[config.mk]
export PLATFORM = sky130hd
export DESIGN_NAME = onoff_resource_arbiter
export DESIGN_NICKNAME = d
export VERILOG_FILES = /design/src/rtl/onoff_arb_pkg.sv /design/src/rtl/onoff_resource_arbiter_rr_pick.sv /design/src/rtl/onoff_resource_arbiter.sv
export SDC_FILE = /design/constraint.sdc
export NUM_CORES = 1
export LEC_CHECK = 0
export BUFFER_PORTS_ARGS = -buffer_cell sky130_fd_sc_hd__buf_2
export CAP_MARGIN = 15
export CORE_AREA = 4 4 60 62
export DETAILED_ROUTE_END_ITERATION = 12
export DIE_AREA = 0 0 64 66
export GPL_TIMING_DRIVEN = 0
export PLACE_DENSITY_LB_ADDON = 0.1
export SETUP_SLACK_MARGIN = 0.3
export SLEW_MARGIN = 0
export SYNTH_ARGS = -nofsm -noshare
export SYNTH_HDL_FRONTEND = slang
export SYNTH_SLANG_ARGS = --single-unit
[constraint.sdc]
create_clock -name clk -period 1.7 [get_ports clk]
set_input_delay 0.425 -clock clk [delete_from_list [all_inputs] [get_ports clk]]
set_output_delay 0.425 -clock clk [all_outputs]
set_load 0.005 [all_outputs]
[src/rtl/onoff_arb_pkg.sv]
// Shared definitions for the ON/OFF resource arbiter.
// Provides the FSM state encoding used by onoff_resource_arbiter.
package onoff_arb_pkg;

  typedef enum logic [1:0] {
    IDLE  = 2'd0,
    GRANT = 2'd1,
    GUARD = 2'd2
  } state_e;

endpackage

[src/rtl/onoff_resource_arbiter_rr_pick.sv]
// Combinational round-robin pick.
// Ports:
//   req   - per-requester request vector
//   ptr   - index with highest priority this round
//   valid - at least one request is set
//   idx   - first set request at or after ptr, wrapping mod N
module rr_pick #(
  parameter int N  = 4,
  parameter int CW = (N > 1) ? $clog2(N) : 1
) (
  input  logic [N-1:0]  req,
  input  logic [CW-1:0] ptr,
  output logic          valid,
  output logic [CW-1:0] idx
);

  logic [N-1:0]  rot;
  logic [CW-1:0] off;

  // Rotate so ptr lands on bit 0, take the lowest set bit, then undo the
  // rotation. ptr is always kept below N by the arbiter.
  always_comb begin
    rot = '0;
    for (int i = 0; i < N; i++) begin
      rot[i] = req[(i + int'(ptr)) % N];
    end
    off = '0;
    for (int i = N - 1; i >= 0; i--) begin
      if (rot[i]) off = CW'(i);
    end
    valid = |rot;
    idx   = CW'((int'(off) + int'(ptr)) % N);
  end

endmodule

[src/rtl/onoff_resource_arbiter.sv]
// Round-robin arbiter sharing one ON/OFF resource between N requesters.
// Each ownership lasts until the owner drops its request or HOLD_MAX grant
// cycles elapse; one guard cycle separates consecutive owners so the
// resource is OFF before the next grant.
// Ports:
//   clk     - rising-edge clock
//   reset   - asynchronous, active-low reset
//   req     - per-requester level request, held until done
//   gnt     - registered one-hot grant
//   owner   - index of current or most recent owner
//   busy    - resource ON (grant in progress)
//   timeout - one-cycle pulse when ownership is revoked by HOLD_MAX
module onoff_resource_arbiter
  import onoff_arb_pkg::*;
#(
  parameter int N        = 4,
  parameter int HOLD_MAX = 16,
  parameter int CW       = (N > 1) ? $clog2(N) : 1,
  parameter int HW       = $clog2(HOLD_MAX + 1)
) (
  input  logic          clk,
  input  logic          reset,
  input  logic [N-1:0]  req,
  output logic [N-1:0]  gnt,
  output logic [CW-1:0] owner,
  output logic          busy,
  output logic          timeout
);

  state_e        state_q, state_d;
  logic [N-1:0]  gnt_q, gnt_d;
  logic [CW-1:0] owner_q, owner_d;
  logic [CW-1:0] ptr_q, ptr_d;
  logic [HW-1:0] cnt_q, cnt_d;
  logic          timeout_q, timeout_d;

  logic          pick_valid;
  logic [CW-1:0] pick_idx;

  rr_pick #(.N(N), .CW(CW)) u_rr_pick (
    .req   (req),
    .ptr   (ptr_q),
    .valid (pick_valid),
    .idx   (pick_idx)
  );

  always_comb begin
    state_d   = state_q;
    gnt_d     = gnt_q;
    owner_d   = owner_q;
    ptr_d     = ptr_q;
    cnt_d     = cnt_q;
    timeout_d = 1'b0;
    case (state_q)
      IDLE: begin
        if (pick_valid) begin
          state_d           = GRANT;
          gnt_d             = '0;
          gnt_d[pick_idx]   = 1'b1;
          owner_d           = pick_idx;
          cnt_d             = HW'(1);
        end
      end
      GRANT: begin
        // Release wins over timeout when both happen on the same cycle.
        if (!req[owner_q] || (cnt_q == HW'(HOLD_MAX))) begin
          state_d   = GUARD;
          gnt_d     = '0;
          timeout_d = req[owner_q];
          ptr_d     = (owner_q == CW'(N - 1)) ? '0 : owner_q + 1'b1;
        end else begin
          cnt_d = cnt_q + 1'b1;
        end
      end
      GUARD: begin
        state_d = IDLE;
      end
      default: begin
        state_d = IDLE;
        gnt_d   = '0;
        cnt_d   = '0;
      end
    endcase
  end

  always_ff @(posedge clk or negedge reset) begin
    if (!reset) begin
      state_q   <= IDLE;
      gnt_q     <= '0;
      owner_q   <= '0;
      ptr_q     <= '0;
      cnt_q     <= '0;
      timeout_q <= 1'b0;
    end else begin
      state_q   <= state_d;
      gnt_q     <= gnt_d;
      owner_q   <= owner_d;
      ptr_q     <= ptr_d;
      cnt_q     <= cnt_d;
      timeout_q <= timeout_d;
    end
  end

  assign gnt     = gnt_q;
  assign owner   = owner_q;
  assign busy    = (state_q == GRANT);
  assign timeout = timeout_q;

endmodule

==> results of run 1 <==
[state kept, by name, summed over array words and instances (netlist names)]
register,count
owner,2
timeout,1
cnt_q,5
state_q,2
ptr_q,2
gnt,4
[cells by family (layout without fill, tap and decap cells)]
family / count (synthesis) / count (layout)
AOI/OAI and AO/OA: 20 / 20
xor gates and xnor gates: 5 / 5
adders and majority gates: 4 / 4
buffers and inverters: 10 / 39
DFF: 16 / 16
muxes: 4 / 4
and+or+nand+nor: 56 / 56
[layout by cell type, fill, tap and decap left out, drive strengths merged, types with 2 or more instances in the layout]
master   n
buf     29
dfrtp   16
nand2   13
nand3   13
nor2    11
o21ai    7
clkbuf   6
nor3     5
inv      4
xnor2    4
ha       4
o21ba    3
and3     3
o211ai   2
nor4     2
mux2     2
nor4b    2
o21bai   2
a21oi    2
[cell type report]
class | instances | area [µm²] | area share [%]
flip-flops and latches | 16 | 402 | 27.1
well taps | 44 | 55.1 | 3.72
inverters | 4 | 15.0 | 1.01
multi-input cells | 89 | 724 | 48.9
plain buffers | 6 | 58.8 | 3.97
repair buffers | 26 | 204 | 13.8
clock buffers | 3 | 22.5 | 1.52
[power breakdown]
| part | leakage [nW] | switching, mW | internal, mW | total, mW |
|---|---|---|---|---|
| clock network | 0.0138 | 0.115 | 0.0821 | 0.197 |
| registers | 0.204 | 0.117 | 0.519 | 0.636 |
| logic | 0.456 | 0.852 | 1.01 | 1.87 |
| total | 0.674 | 1.08 | 1.61 | 2.70 |
[final timing paths]
path / start / to / slack (ns) / cells after the start
max in group asynchronous: reset / state_q[1]$_DFFE_PN0P_ / 1.37 / 1
max reg2reg: ptr_q[0]$_DFFE_PN0P_ / gnt[3]$_DFFE_PN0P_ / -0.24 / 8
min: reset / cnt_q[0]$_DFFE_PN0P_ / 0.04 / 1
min reg2reg: gnt[2]$_DFFE_PN0P_ / gnt[2]$_DFFE_PN0P_ / 0.51 / 2
max: ptr_q[0]$_DFFE_PN0P_ / gnt[3]$_DFFE_PN0P_ / -0.24 / 8
min in group clk: gnt[2]$_DFFE_PN0P_ / gnt[2]$_DFFE_PN0P_ / 0.51 / 2
[layer usage]
| layer | track usage [%] | up-vias |
|---|---|---|
| li1 | - | 472 |
| met1 | 17.4 | 444 |
| met2 | 20.3 | 12 |
| met3 | 2.89 | 2 |
| met4 | 4.04 | 0 |
| met5 | 0 | - |
[through the flow]
step	hold slack, ns	util (%)	cell area [µm²]	std cells
2_1_floorplan	0.129	-	1100	115
3_3_place_gp	0.359	39.8	1200	168
3_5_place_dp	0.366	39.8	1200	168
4_1_cts	0.0495	45.7	1390	182
5_1_grt	0.0507	48.9	1480	188
6_report	0.0420	48.9	1480	188
[critical path, stage by stage, from the launching register on]
cell and delay (ns):
dfrtp_1 0.41, clkbuf_8 0.16, or4_4 0.52, nand3_4 0.08, ha_4 0.17, xor2_4 0.18, and3_4 0.21, nand3_2 0.08
nand3_2 0.08
[what timing repair did]
action / CTS / global route
gates resized for setup: 17 / 15
hold buffers: 0 / 0
pin swaps: 9 / 14
endpoints found under the setup margin: 17 / 17
setup buffers: 11 / 6
gates cloned: 0 / 0
==> metrics, run 1 <==
status=finished, violations left; failing checks=setup timing; largest fanout on the critical path=6; Seq/Total Area, Yosys=about two fifths; sum of negative setup slack=-1.61 ns; largest net degree at the start of global routing=17; Async S/R FF share, synth=between 90% and 100%; number of synthesized flops with an enable pin=0; FMAX=about 510 MHz; synth top area cells=dfrtp_1, nand3_1, ha_1; first-pass iteration count of the detailed router=4; I/O Pins=14; complex-gate fraction of the synthesized area=between 10 and 15%; Port Buf Inserts=9; Clock Latency Late Sink=0.28 ns; most frequent cell after synthesis=dfrtp_1; Seq cells post-synth=16; # fillers=roughly 280; worst min-delay path class=input port to async pin; Worst-Margin Slew=~0.6 ns; pwr dens=roughly 1800 nW/µm²; fin crit share=114%; YS warnings=0; main combinational cell family by area after synthesis=simple AND/OR/NAND/NOR gates; die height=~66 µm; area share of the largest cell type after synthesis=slightly below 40%; Total Wirelength=around 2.5 mm; commonest cells in the netlist=dfrtp_1, nand2_1, nand3_1; Post-Synth Simple-Gate Area=27.6%; Met2 Routed Length=roughly 1.2 mm; Final ANT Viol Nets=0; initial antenna violation count=0; Mapped Cells=115; met1 WL=~1.2 mm; syn nets=125; vias in the first global route=906; Slew headroom=roughly three fifths; number of max-cap violations=0; Clock Tree Buf Depth=2; metal3 WL=~76 µm; Synth cell types=34; peak supply drop=0.601 mV; final setup fails=13; synthesized area per cell=slightly below 9 µm²; final hold vios=0; Max Slew Vio Count=0; Synth area leader=dfrtp_1; CTS Sinks=16; mux contribution to synthesized area=under 10%; DP Worst Slack=-0.305 ns; GRT Overall Usage=approximately 13%; P_leak=0.674 nW; RD Place Congestion=between 0.7 and 0.8; CTS tree=yes; DRC=0; clock root buffer=clkbuf_4; Post-Synth XOR/XNOR Area=under 10%; path type of the worst setup path=register to register; via count=just over 900; Worst EP required=approximately 1.9 ns; Max H-tree Level=1; # rows=20; synthesized cell area=between 1000 and 1500 µm²; drt wl/cell=13.2 µm; Nets=approximately 160; Crit. End Element=register; Power, Total=2.70 mW; unrepaired setup endpoints after global routing=yes; core footprint=just over 3000 µm²; worst clock skew=~0.0023 ns; n_diodes=0; Layout area overhead=45.5%; Final HPWL DP=1.63 mm; Final Critical Period=just under 2 ns; first-pass GRT wire length=roughly 4.3 mm; Starting Density=33.6%; Most used DFF post-synth=dfrtp_1; drt initial violations=17; die width=64 µm; layout cells sized above 1=45.1%; Setup crit start kind=register; CP Data Arrival Time=~2.2 ns; grt ovf=0; adder-cell area share of the yosys netlist=4.91%; Via density=~5; clock transition at the registers of the reported paths=around 0.09 ns; uppermost routed layer=met4; worst setup margin=-0.243 ns; area of the die=between 4000 and 5000 µm²; number of CTS-inserted buffers=3
Power figures use the tool's default switching activity.
==> run 2, diff against run 1 <==
--- a/config.mk
+++ b/config.mk
@@ -7,9 +7,9 @@
 export LEC_CHECK = 0
 export BUFFER_PORTS_ARGS = -buffer_cell sky130_fd_sc_hd__buf_2
 export CAP_MARGIN = 15
-export CORE_AREA = 4 4 60 62
+export CORE_AREA = 4 4 83 46
 export DETAILED_ROUTE_END_ITERATION = 12
-export DIE_AREA = 0 0 64 66
+export DIE_AREA = 0 0 87 50
 export GPL_TIMING_DRIVEN = 0
 export PLACE_DENSITY_LB_ADDON = 0.1
 export SETUP_SLACK_MARGIN = 0.3
==> constraint.sdc (replaced) <==
create_clock -name clk -period 1.7 [get_ports clk]
set_input_delay 0.255 -clock clk [delete_from_list [all_inputs] [get_ports clk]]
set_output_delay 0.255 -clock clk [all_outputs]
set_load 0.005 [all_outputs]
==> metrics, run 2 (same netlist as run 1, synthesis figures left out) <==
status=finished, violations left; failing checks=setup timing; FMAX=~540 MHz; drt wl/cell=13.9 µm; final hold vios=0; Clock Latency Late Sink=between 0.2 and 0.3 ns; largest fanout on the critical path=8; cell chain of the critical path=buf_8, or4_4, nand3_4, ha_4, xor2_4, and3_4, nand3_2, nand3_1; CP Data Arrival Time=slightly above 2 ns; RD Place Congestion=roughly 0.73; Setup crit start kind=register; clock transition at the registers of the reported paths=~0.07 ns; Slew headroom=a little over half; Max H-tree Level=1; r2r startpoint=ptr_q[0]$_DFFE_PN0P_; Final Critical Period=1.87 ns; via count=approximately 920; drt initial violations=58; Via density=around 5.2; sum of negative setup slack=-1.30 ns; Starting Density=34.0%; Clock Tree Buf Depth=2; final core utilization=between 40% and 50%; Total Wirelength=between 2 and 2.5 mm; Layout area overhead=45.9%; Crit. End Element=register; R2R setup slack=-0.17 ns; DP Worst Slack=-0.283 ns; peak supply drop=0.842 mV; worst clock skew=between 0.006 and 0.007 ns; met2 Track Usage GR=between 15 and 20%; Nets=roughly 150; largest net degree at the start of global routing=17; Worst path slowest cell=or4_4; max incr delay on CP=between 0.4 and 0.5 ns; Max Slew Vio Count=0; final setup fails=12; reg2reg end=gnt[3]$_DFFE_PN0P_; first-pass GRT wire length=approximately 4.2 mm; GRT busiest layer=met1; worst min-delay path class=input port to async pin; die height=about 50 µm; most frequent cells in the layout=dfrtp_1, nand2_1, buf_2; number of max-cap violations=0; first-pass iteration count of the detailed router=4; CP Launch Point=ptr_q[0]$_DFFE_PN0P_; critical path depth=8; Min Hold Slack=about 0.44 ns; # fillers=280; Largest register FFs=5; Final ANT Viol Nets=0; vias in the first global route=about 860; Reg2Reg Depth=8; area of the die=~4400 µm²; most flop-heavy register=cnt_q; CP delay by family, top=simple AND/OR/NAND/NOR gates; CTS tree=yes; CTS Sinks=16; core footprint=around 3000 µm²; path type of the worst setup path=register to register; global-route met3 utilization=around 3.5%; fin crit share=110%; pwr dens=~1800 nW/µm²; DRC=0; unrepaired setup endpoints after global routing=yes; Worst-Margin Slew=about 0.68 ns; CP Buf/Inv Count=1; commonest non-fill, non-tap cell in the layout=dfrtp_1; # rows=14; CP Capture Point=gnt[3]$_DFFE_PN0P_; Worst EP required=approximately 1.9 ns; die width=87 µm; met1 Use GR=between 10% and 20%; initial antenna violation count=0; Port Buf Inserts=9; number of CTS-inserted buffers=3; grt ovf=0; clock root buffer=clkbuf_8; GRT Overall Usage=between 10% and 20%; I/O Pins=14; P_leak=0.642 nW; layout cells sized above 1=44.9%; Final HPWL DP=between 1.5 and 2 mm; worst setup margin=-0.166 ns; n_diodes=0; Power, Total=2.68 mW
-- run 2: cell type report --
| type | count | area [µm²] | share of cell area [%] |
|---|---|---|---|
| inverters | 4 | 15.0 | 1.01 |
| multi-input cells | 89 | 752 | 50.6 |
| plain buffers | 6 | 68.8 | 4.63 |
| flip-flops and latches | 16 | 403 | 27.1 |
| repair buffers | 19 | 143 | 9.60 |
| clock buffers | 4 | 55.1 | 3.70 |
| well taps | 40 | 50.0 | 3.37 |
-- run 2: per-layer routing --
metal	vias up	share of wire [%]	routed length (µm)
met5	-	0	0
met4	0	1.3	31
met3	4	3.1	76
met2	14	43	1070
met1	450	52	1290
li1	455	-	-
-- run 2: where the power goes --
part,leakage (nW),internal (mW),switching (mW)
Combinational,0.411,0.856,0.807
Clock,0.0288,0.206,0.151
Sequential,0.203,0.523,0.136
Total,0.642,1.58,1.09
-- run 2: worst min-delay path by stage --
| stage | endpoint | from | cells after the start |
|---|---|---|---|
| after CTS | owner[0]$_DFFE_PN0P_ | reset | 2 |
| final | ptr_q[0]$_DFFE_PN0P_ | reset | 2 |
| after floorplan | cnt_q[0]$_DFFE_PN0P_ | reset | 0 |
| after detailed placement | cnt_q[0]$_DFFE_PN0P_ | reset | 1 |
| after global placement | cnt_q[0]$_DFFE_PN0P_ | reset | 1 |
| after global routing | ptr_q[0]$_DFFE_PN0P_ | reset | 2 |
-- run 2: repair_timing --
action	CTS	global route
resized for setup	12	19
endpoints found under the hold margin	16	0
pin swaps	5	11
hold buffers	1	0
buffers inserted	6	3
endpoints found under the setup margin	17	17
-- run 2: per-stage QoR --
step                      std cells  area [µm²]
final                           178        1490
after CTS                       175        1390
after detailed placement        164        1210
after floorplan                 115        1120
after global routing            178        1490
after global placement          164        1210
